--- src/rtl/ice40_ram_fifo_ctrl.sv ---
// Single-clock FIFO controller that owns the ports of an external SB_RAM40_4K (256x16).
// A 2-entry output buffer hides the RAM's 1-cycle read latency for 1 word/cycle throughput.
module ice40_ram_fifo_ctrl #(
    parameter int WIDTH        = 16,
    parameter int AW           = 8,
    parameter int AFULL_THRESH = 240
) (
    input  logic             CLK,
    input  logic             RESET,
    input  logic             in_valid,
    output logic             in_ready,
    input  logic [WIDTH-1:0] in_data,
    output logic             out_valid,
    input  logic             out_ready,
    output logic [WIDTH-1:0] out_data,
    output logic [AW:0]      count,
    output logic             empty,
    output logic             full,
    output logic             almost_full,
    output logic [10:0]      RAM_WADDR,
    output logic [WIDTH-1:0] RAM_WDATA,
    output logic [WIDTH-1:0] RAM_MASK,
    output logic             RAM_WE,
    output logic             RAM_WCLKE,
    output logic [10:0]      RAM_RADDR,
    output logic             RAM_RE,
    output logic             RAM_RCLKE,
    input  logic [WIDTH-1:0] RAM_RDATA
);

    localparam logic [AW:0] C_DEPTH = {1'b1, {AW{1'b0}}};
    localparam logic [AW:0] C_AFULL = AFULL_THRESH[AW:0];
    localparam logic [AW:0] C_ONE   = {{AW{1'b0}}, 1'b1};

    logic [AW-1:0]    r_wptr;
    logic [AW-1:0]    r_rptr;
    logic [AW:0]      r_ram_cnt;
    logic [AW:0]      r_count;
    logic             r_inflight;
    logic             r_head_v;
    logic             r_second_v;
    logic [WIDTH-1:0] r_head;
    logic [WIDTH-1:0] r_second;

    logic             w_push;
    logic             w_pop;
    logic             w_re;
    logic [2:0]       w_pending;
    logic [2:0]       w_room;
    logic             w_nh_v;
    logic             w_ns_v;
    logic [WIDTH-1:0] w_nh;
    logic [WIDTH-1:0] w_ns;

    assign full        = (r_count == C_DEPTH);
    assign empty       = (r_count == '0);
    assign almost_full = (r_count >= C_AFULL);
    assign in_ready    = !full;
    assign count       = r_count;
    assign out_valid   = r_head_v;
    assign out_data    = r_head;

    assign w_push = in_valid && in_ready && !RESET;
    assign w_pop  = r_head_v && out_ready;

    // Buffered words plus the read in flight, minus this cycle's pop, must leave a free slot.
    assign w_pending = {2'b00, r_head_v} + {2'b00, r_second_v} + {2'b00, r_inflight};
    assign w_room    = 3'd2 + {2'b00, w_pop};
    assign w_re      = !RESET && (r_ram_cnt != '0) && (w_pending < w_room);

    assign RAM_WADDR = {{(11-AW){1'b0}}, r_wptr};
    assign RAM_WDATA = in_data;
    assign RAM_MASK  = '0;
    assign RAM_WE    = w_push;
    assign RAM_WCLKE = 1'b1;
    assign RAM_RADDR = {{(11-AW){1'b0}}, r_rptr};
    assign RAM_RE    = w_re;
    assign RAM_RCLKE = 1'b1;

    always_comb begin
        w_nh_v = r_head_v;
        w_nh   = r_head;
        w_ns_v = r_second_v;
        w_ns   = r_second;
        if (w_pop) begin
            w_nh_v = r_second_v;
            w_nh   = r_second;
            w_ns_v = 1'b0;
        end
        // Returning read data lands in the head if the head is free after this cycle's pop.
        if (r_inflight) begin
            if (!w_nh_v) begin
                w_nh_v = 1'b1;
                w_nh   = RAM_RDATA;
            end else begin
                w_ns_v = 1'b1;
                w_ns   = RAM_RDATA;
            end
        end
    end

    always_ff @(posedge CLK) begin
        if (RESET) begin
            r_wptr     <= '0;
            r_rptr     <= '0;
            r_ram_cnt  <= '0;
            r_count    <= '0;
            r_inflight <= 1'b0;
            r_head_v   <= 1'b0;
            r_second_v <= 1'b0;
            r_head     <= '0;
            r_second   <= '0;
        end else begin
            if (w_push) begin
                r_wptr <= r_wptr + 1'b1;
            end
            if (w_re) begin
                r_rptr <= r_rptr + 1'b1;
            end
            if (w_push && !w_re) begin
                r_ram_cnt <= r_ram_cnt + C_ONE;
            end else if (!w_push && w_re) begin
                r_ram_cnt <= r_ram_cnt - C_ONE;
            end
            if (w_push && !w_pop) begin
                r_count <= r_count + C_ONE;
            end else if (!w_push && w_pop) begin
                r_count <= r_count - C_ONE;
            end
            r_inflight <= w_re;
            r_head_v   <= w_nh_v;
            r_head     <= w_nh;
            r_second_v <= w_ns_v;
            r_second   <= w_ns;
        end
    end

endmodule

--- config.mk ---
export PLATFORM = sky130hd
export DESIGN_NAME = ice40_ram_fifo_ctrl
export DESIGN_NICKNAME = d
export VERILOG_FILES = /design/src/rtl/ice40_ram_fifo_ctrl.sv
export SDC_FILE = /design/constraint.sdc
export NUM_CORES = 1
export LEC_CHECK = 0
export CORE_ASPECT_RATIO = 0.5
export CORE_MARGIN = 2
export CORE_UTILIZATION = 42
export DETAILED_ROUTE_END_ITERATION = 8
export PLACE_DENSITY = 0.77
export SKIP_CTS_REPAIR_TIMING = 1
export SLEW_MARGIN = 40
export SYNTH_ARGS = -nofsm -noshare
export SYNTH_HDL_FRONTEND = slang
export SYNTH_SLANG_ARGS = --single-unit
--- constraint.sdc ---
create_clock -name CLK -period 3.14 [get_ports CLK]
set_clock_uncertainty 0.2 [all_clocks]
set_input_delay 0.471 -clock CLK [delete_from_list [all_inputs] [get_ports CLK]]
set_output_delay 0.471 -clock CLK [all_outputs]
set_load 0.01 [all_outputs]
==> impl_metrics.ini, run 1 <==
[logic_synthesis]
yosysUniqueCellTypes = 47
ys_async_sr_fraction = 0
yosysWarnings = 0
synth_most_common_cell = dfxtp_1
synth_seq_area_share = 0.362
synth_largest_area_cell = dfxtp_1
synthFlopType = dfxtp_1
synth_common_cells = dfxtp_1, nor2_1, buf_4
synth.top_cell.area_share = 0.362
ys_top_cells_by_area = dfxtp_1, buf_4, nor2_1
synth_edf_count = 0
syn_area_per_cell_um2 = 8.65
ys_ff_latch = 69
syn-instance-count = 441
syn_area_um2 = 3820

[timing]
layout_min_cycle_time_ns = 3.07
finalHoldViolations = 0
fmax_ghz = 0.325
rsz0062_at_grt = true
fin_ws_ns = 0.0675
slew_viol_final = 0
setup_viol = 0
fin_tns_setup_ns = 0
timing.final.crit_share = 0.979

[grt]
use_met1 = 0.215
overflow = 0
grt_use_met2 = 0.317
antenna_found_initial = 0
grt_pass1_wl_um = 14600
grt_use_met3 = 0.0615
grt.busiest_layer = met2
track_usage = 0.181
first_global_vias = 3126
grt_max_degree = 81

[critical_path]
path_common_cell = ha_4
cp-startpoint = out_valid
slowest_delay_ns = 0.54
arrival_ns = 3.10
crit_type = flop to flop
crit_path_start_kind = flop
end_kind = flop
cp_data_required_time_ns = 3.17
r2r_start = out_valid
crit_fanout = 8
path_buf_inv = 2
critPathSlowestCell = fa_1
worstPathCellList = inv_4 > fa_1 > a31oi_2 > nor2_2 > nand2_2 > ha_4 > inv_8 > ha_4 > a21o_1 > a31o_2 > o21a_1 > o21bai_1 > mux2_2
cp_top_family = adder cells

[power_and_ir_drop]
ir_worst_vdd_uv = 468
internal-power_mw = 3.10
power.static_leakage_nw = 2.19
power_frac_clock = 0.227
power_density_nw_per_um2 = 959
sw_frac_of_total = 0.361
switchingPower_mw = 1.75
power_frac_comb = 0.509
seq_power_share = 0.264

[route]
wirelength_um = 8840
first_iter_violations = 196
drt_pass1_iterations = 4
drc_errors = 0
ant_nets = 0
vias = 3248
avgViaCountPerCell = 5.05
wl_per_cell_um = 13.7

[clock_tree]
cts_tree = yes
cts_sinks = 69
numCtsBuffers = 9
root_buffer = clkbuf_16
h-tree-depth = 3
clockBufferDepth = 2
clk_pin_slew_ns = 0.06
worstSkewPairLatency_ns = 0.34

[floorplan]
core_area_um2 = 8770
fp.dieW_um = 139
initial_core_util = 0.435
num_rows = 24
dieArea_um2 = 9910
ioPinCount = 124
die_h_um = 71.4

[placed_design]
placed_cells = 625
dp_hpwl_um = 5770
pre_cts_slack_ns = -0.0863
portBuffers = 67
placed_cell_area_um2 = 4690
place_congestion = 0.861

[final_layout]
instances_no_fill = 643
final_cell_area_um2 = 5050
nets = 578
diodes = 0
nFillCells = 751
layout-drive-gt1-share = 0.163
area_growth_pct = 32.4

[status]
status = finished clean

[hold_path]
min_from = r_second_v
hp-class = flop to flop

[run]
maxCapViolCount = 0
layout make-up:
cell class,count,area [um^2],share of cell area
Clock buffer,9,225,0.0446
Clock inverter,7,96.3,0.0191
Inverter,11,53.8,0.0106
Multi-Input combinational cell,321,2150,0.426
Sequential cell,69,1380,0.274
Tap cell,117,146,0.0290
Timing Repair Buffer,109,993,0.197
state kept, by name, summed over array words and instances (netlist names):
name,flops
r_ram_cnt,9
r_wptr,8
out_data,16
r_rptr,8
r_second_v,1
count,9
r_second,16
r_inflight,1
out_valid,1
cells by family (layout without fill, tap and decap cells):
kind of cell | Yosys count | after routing | synth area share
compound gates | 61 | 61 | 0.120
xor+xnor | 23 | 23 | 0.0528
fa+ha+maj | 21 | 21 | 0.0748
buf+inv | 73 | 136 | 0.116
flops | 69 | 69 | 0.362
mux | 27 | 27 | 0.0715
other cells | 2 | 24 | 0.00197
simple gates | 165 | 165 | 0.201
final timing paths:
check	slack, ns	end	cells after the start
worst max-delay path	0.07	r_ram_cnt[8]	13
worst min-delay path	0.26	r_second_v	2
worst max register to register	0.07	r_ram_cnt[8]	13
worst min register to register	0.26	r_second_v	2
worst reg2reg max path: cells and delay by family (launching register included):
family,cells,cell delay [ns]
buffers and inverters,2,0.13
adders and majority gates,3,0.94
DFF,1,0.35
and+or+nand+nor,2,0.22
muxes,1,0.34
AOI/OAI and AO/OA,5,0.81
cell usage in the layout, fill, tap and decap left out, types with 4 or more instances in the layout:
master	Yosys	final
a21o_1	8	8
clkdlybuf4s50_1	0	66
nand3_1	22	22
clkbuf_16	0	9
a311oi_1	16	16
a21oi_1	12	10
nor2_1	67	67
xnor2_1	5	5
mux2i_1	25	25
inv_1	10	7
nand2_1	36	35
nor3_1	6	6
conb_1	2	24
ha_1	18	12
xor2_1	18	18
buf_4	42	41
a21oi_2	2	4
ha_4	0	5
o21ai_0	7	6
dfxtp_1	69	67
nand4_1	11	11
nand2b_1	4	4
metal layers:
layer  share of wire  wire, um
met1            0.45      3960
met5               0         0
met3           0.056       498
met2            0.48      4290
met4           0.010        89
metrics by stage:
step                utilization  hold WS [ns]  total power [mW]
global route              0.576         0.295              5.19
floorplan                     -         0.236              2.77
CTS                       0.572         0.260              4.83
global placement          0.535         0.245              3.63
finish                    0.576         0.258              4.85
detailed placement        0.535         0.252              3.69
power by group through the flow:
| stage | clock network [mW] | logic, mW | registers [mW] |
|---|---|---|---|
| floorplan | 0 | 1.43 | 1.33 |
| finish | 1.10 | 2.47 | 1.28 |
| CTS | 1.12 | 2.43 | 1.28 |
| global route | 1.16 | 2.72 | 1.31 |
| detailed placement | 0 | 2.40 | 1.29 |
| global placement | 0 | 2.35 | 1.29 |
Note: power is estimated with default switching activity, not from simulation.
==> inputs of run 2 (changes only) <==
--- a/config.mk
+++ b/config.mk
@@ -5,8 +5,9 @@
 export SDC_FILE = /design/constraint.sdc
 export NUM_CORES = 1
 export LEC_CHECK = 0
+export CAP_MARGIN = 30
 export CORE_ASPECT_RATIO = 0.5
-export CORE_MARGIN = 2
+export CORE_MARGIN = 8
 export CORE_UTILIZATION = 42
 export DETAILED_ROUTE_END_ITERATION = 8
 export PLACE_DENSITY = 0.77
==> impl_metrics.ini, run 2 (synthesis gave the netlist of run 1 again) <==
[route]
vias = 3194
first_iter_violations = 225
wl_per_cell_um = 13.8
drt_pass1_iterations = 4
drc_errors = 0
ant_nets = 0
wirelength_um = 8820
avgViaCountPerCell = 5.00

[placed_design]
portBuffers = 67
placed_cell_area_um2 = 4680
dp_hpwl_um = 6210
place_congestion = 0.799

[floorplan]
core_area_um2 = 8770
fp.dieW_um = 151
num_rows = 24
die_h_um = 83.4
initial_core_util = 0.435
ioPinCount = 124
dieArea_um2 = 12600

[run]
maxCapViolCount = 0

[power_and_ir_drop]
power.static_leakage_nw = 2.17
power_density_nw_per_um2 = 934
fin_total_pwr_mw = 4.66
ir_worst_vdd_uv = 427

[critical_path]
cp-startpoint = r_second_v
cp_top_family = adder cells
path_common_cell = ha_4
critPathSlowestCell = fa_1
r2r_start = r_second_v
arrival_ns = 3.12
crit_path_end = r_ram_cnt[8]
r2r_end = r_ram_cnt[8]
cp_data_required_time_ns = 3.16
crit_type = flop to flop
worstPathCellList = inv_2 > fa_1 > a31oi_2 > nor2_2 > nand2_2 > ha_4 > inv_8 > ha_4 > a21o_1 > a31o_2 > o21a_1 > o21bai_1 > mux2_2
worst-r2r-setup-slack_ns = 0.04
crit_path_start_kind = flop
slowest_delay_ns = 0.54
rr_worst_depth = 13
end_kind = flop
crit_fanout = 8
cp.depth = 13
path_buf_inv = 2

[timing]
tightestPinTransition_ns = 0.780
slew-limit-headroom = 0.480
setup_viol = 0
finalHoldViolations = 0
timing.final.crit_share = 0.988
rsz0062_at_grt = true
fin_tns_setup_ns = 0
slew_viol_final = 0
fmax_ghz = 0.322
layout_min_cycle_time_ns = 3.10

[clock_tree]
worstSkewPairLatency_ns = 0.33
cts_sinks = 69
clk_pin_slew_ns = 0.06
h-tree-depth = 3
root_buffer = clkbuf_16
clockBufferDepth = 2
cts_tree = yes
numCtsBuffers = 9

[final_layout]
register_area_um2 = 1390
area_growth_pct = 30.9
most-common-layout-cells = nor2_1, dfxtp_1, clkdlybuf4s50_1
nets = 574
final_cell_area_um2 = 4990
final_common_cell = nor2_1
layout-drive-gt1-share = 0.161
nFillCells = 742
multiInputGateArea_um2 = 2160
diodes = 0

[grt]
grt_max_degree = 81
track_usage = 0.144
first_global_vias = 3111
antenna_found_initial = 0
grt_pass1_wl_um = 15000
overflow = 0

[status]
status = finished clean

[hold_path]
hp-class = flop to flop
-- run 2: through the flow --
step	util	hold WS [ns]	setup slack (ns)	instances
after global placement	0.533	0.244	-0.0547	623
after global routing	0.569	0.279	-0.0934	639
final	0.569	0.258	0.0362	639
after floorplan	-	0.236	-0.0616	463
after CTS	0.567	0.257	-0.0772	639
after detailed placement	0.533	0.249	-0.100	623
-- run 2: worst min-delay path, delay by kind of cell (launching register included) --
family / cells / cell delay, ns
AO/OA/AOI/OAI: 1 / 0.05
AND/OR/NAND/NOR: 1 / 0.05
flip-flops: 1 / 0.32
-- run 2: layout make-up --
cell class / count / area share
clock inverters: 4 / 0.00601
repair buffers: 105 / 0.191
multi-input cells: 321 / 0.432
flip-flops and latches: 69 / 0.277
clock buffers: 12 / 0.0534
inverters: 11 / 0.0108
well taps: 117 / 0.0293
-- run 2: worst min path at each step --
stage               slack (ns)  cells past startpoint    endpoint       start
floorplan                 0.24                      2  r_second_v  r_second_v
global placement          0.24                      2  r_second_v  r_second_v
CTS                       0.26                      2  r_second_v  r_second_v
finish                    0.26                      2  r_second_v  r_second_v
detailed placement        0.25                      2  r_second_v  r_second_v
global route              0.28                      2  r_second_v  r_second_v
-- run 2: layer usage --
layer  vias to the layer above  GRT usage  wire [um]
li1                       1624          -          -
met1                      1487      0.167       3940
met2                        71      0.244       4260
met3                        12     0.0482        520
met4                         0     0.0508         95
met5                         -          0          0
-- run 2: report_power, final --
group,switching (mW),leakage [nW],internal (mW)
clock network,0.377,0.145,0.601
logic,1.14,1.46,1.27
registers,0.185,0.566,1.09
==> inputs of run 3 (changes only) <==
--- a/config.mk
+++ b/config.mk
@@ -7,7 +7,7 @@
 export LEC_CHECK = 0
 export CAP_MARGIN = 30
 export CORE_ASPECT_RATIO = 0.5
-export CORE_MARGIN = 8
+export CORE_MARGIN = 1
 export CORE_UTILIZATION = 42
 export DETAILED_ROUTE_END_ITERATION = 8
 export PLACE_DENSITY = 0.77
==> impl_metrics.ini, run 3 (synthesis gave the netlist of run 1 again) <==
[critical_path]
cp_data_required_time_ns = 3.16
worst-r2r-setup-slack_ns = 0.06
rr_worst_depth = 13
end_kind = flop
crit_path_start_kind = flop
r2r_end = r_ram_cnt[8]
arrival_ns = 3.09
r2r_start = out_valid
crit_fanout = 8
crit_type = flop to flop

[power_and_ir_drop]
ir_worst_vdd_uv = 424
fin_total_pwr_mw = 4.75
power_density_nw_per_um2 = 942
power.static_leakage_nw = 2.19

[timing]
finalHoldViolations = 0
rsz0062_at_grt = true
tightestPinTransition_ns = 0.782
setup_viol = 0
fin_tns_setup_ns = 0
fmax_ghz = 0.325
slew_viol_final = 0
layout_min_cycle_time_ns = 3.08
timing.final.crit_share = 0.979
slew-limit-headroom = 0.479

[hold_path]
worstHoldPathCells = 2
hp-class = flop to flop
min_from = r_second_v
hold_path_end = r_second_v

[route]
wl_per_cell_um = 12.9
avgViaCountPerCell = 5.07
first_iter_violations = 127
drc_errors = 0
wirelength_um = 8320
drt_pass1_iterations = 4
ant_nets = 0
vias = 3274

[placed_design]
portBuffers = 67
placed_cell_area_um2 = 4730
dp_hpwl_um = 5700
place_congestion = 0.858

[floorplan]
initial_core_util = 0.435
die_h_um = 69.4
fp.dieW_um = 137
num_rows = 24
core_area_um2 = 8770
ioPinCount = 124
dieArea_um2 = 9490

[final_layout]
nets = 582
area_growth_pct = 32.2
final_cell_area_um2 = 5040
utilization = 0.575
diodes = 0
register_area_um2 = 1390
layout-drive-gt1-share = 0.164
final_common_cell = nor2_1
multiInputGateArea_um2 = 2150
nFillCells = 754
most-common-layout-cells = nor2_1, dfxtp_1, clkdlybuf4s50_1

[clock_tree]
root_buffer = clkbuf_16
clockBufferDepth = 2
cts_tree = yes
clk_pin_slew_ns = 0.05
cts_sinks = 69
worstSkewPairLatency_ns = 0.33
numCtsBuffers = 9
h-tree-depth = 3

[grt]
grt_pass1_wl_um = 13900
antenna_found_initial = 0
first_global_vias = 2978
track_usage = 0.187
grt_max_degree = 81
overflow = 0

[run]
maxCapViolCount = 0

[status]
status = finished clean
[run 3: how the worst max path moves through the flow]
stage,to,start,cells after the start,slack [ns]
floorplan,r_ram_cnt[8],out_valid,14,-0.06
global placement,r_ram_cnt[8],in_valid,12,-0.06
detailed placement,r_ram_cnt[8],in_valid,12,-0.1
CTS,r_ram_cnt[8],r_second_v,13,0.03
global route,r_ram_cnt[8],out_valid,13,-0.09
finish,r_ram_cnt[8],out_valid,13,0.06
[run 3: power breakdown]
part,total [mW],internal (mW),switching [mW]
Sequential,1.27,1.09,0.182
Clock,0.994,0.633,0.361
Combinational,2.48,1.33,1.15
[run 3: per-stage QoR]
step / hold slack [ns] / worst slack (ns) / std cells
finish: 0.251 / 0.0648 / 646
CTS: 0.256 / 0.0299 / 645
floorplan: 0.236 / -0.0616 / 463
detailed placement: 0.249 / -0.0957 / 630
global placement: 0.245 / -0.0628 / 630
global route: 0.265 / -0.0896 / 646
[run 3: critical path, stage by stage (launching register included)]
cell	delay [ns]
dfxtp_2	0.35
inv_4	0.04
fa_1	0.55
a31oi_2	0.09
nor2_2	0.12
nand2_2	0.09
ha_4	0.19
inv_8	0.08
ha_4	0.20
a21o_1	0.16
a31o_2	0.25
o21a_1	0.16
o21bai_1	0.14
mux2_2	0.34
[run 3: area by class of cell]
class / count / share of cell area
Clock inverter: 3 / 0.00918
Inverter: 11 / 0.0107
Sequential cell: 69 / 0.275
Tap cell: 117 / 0.0290
Clock buffer: 12 / 0.0489
Timing Repair Buffer: 113 / 0.200
Multi-Input combinational cell: 321 / 0.427
[run 3: layer usage]
metal	wire (um)	GRT usage	up-vias
met3	443	0.0548	19
met5	0	0	-
met1	3830	0.227	1536
met4	179	0.104	0
met2	3870	0.296	88
li1	-	-	1631
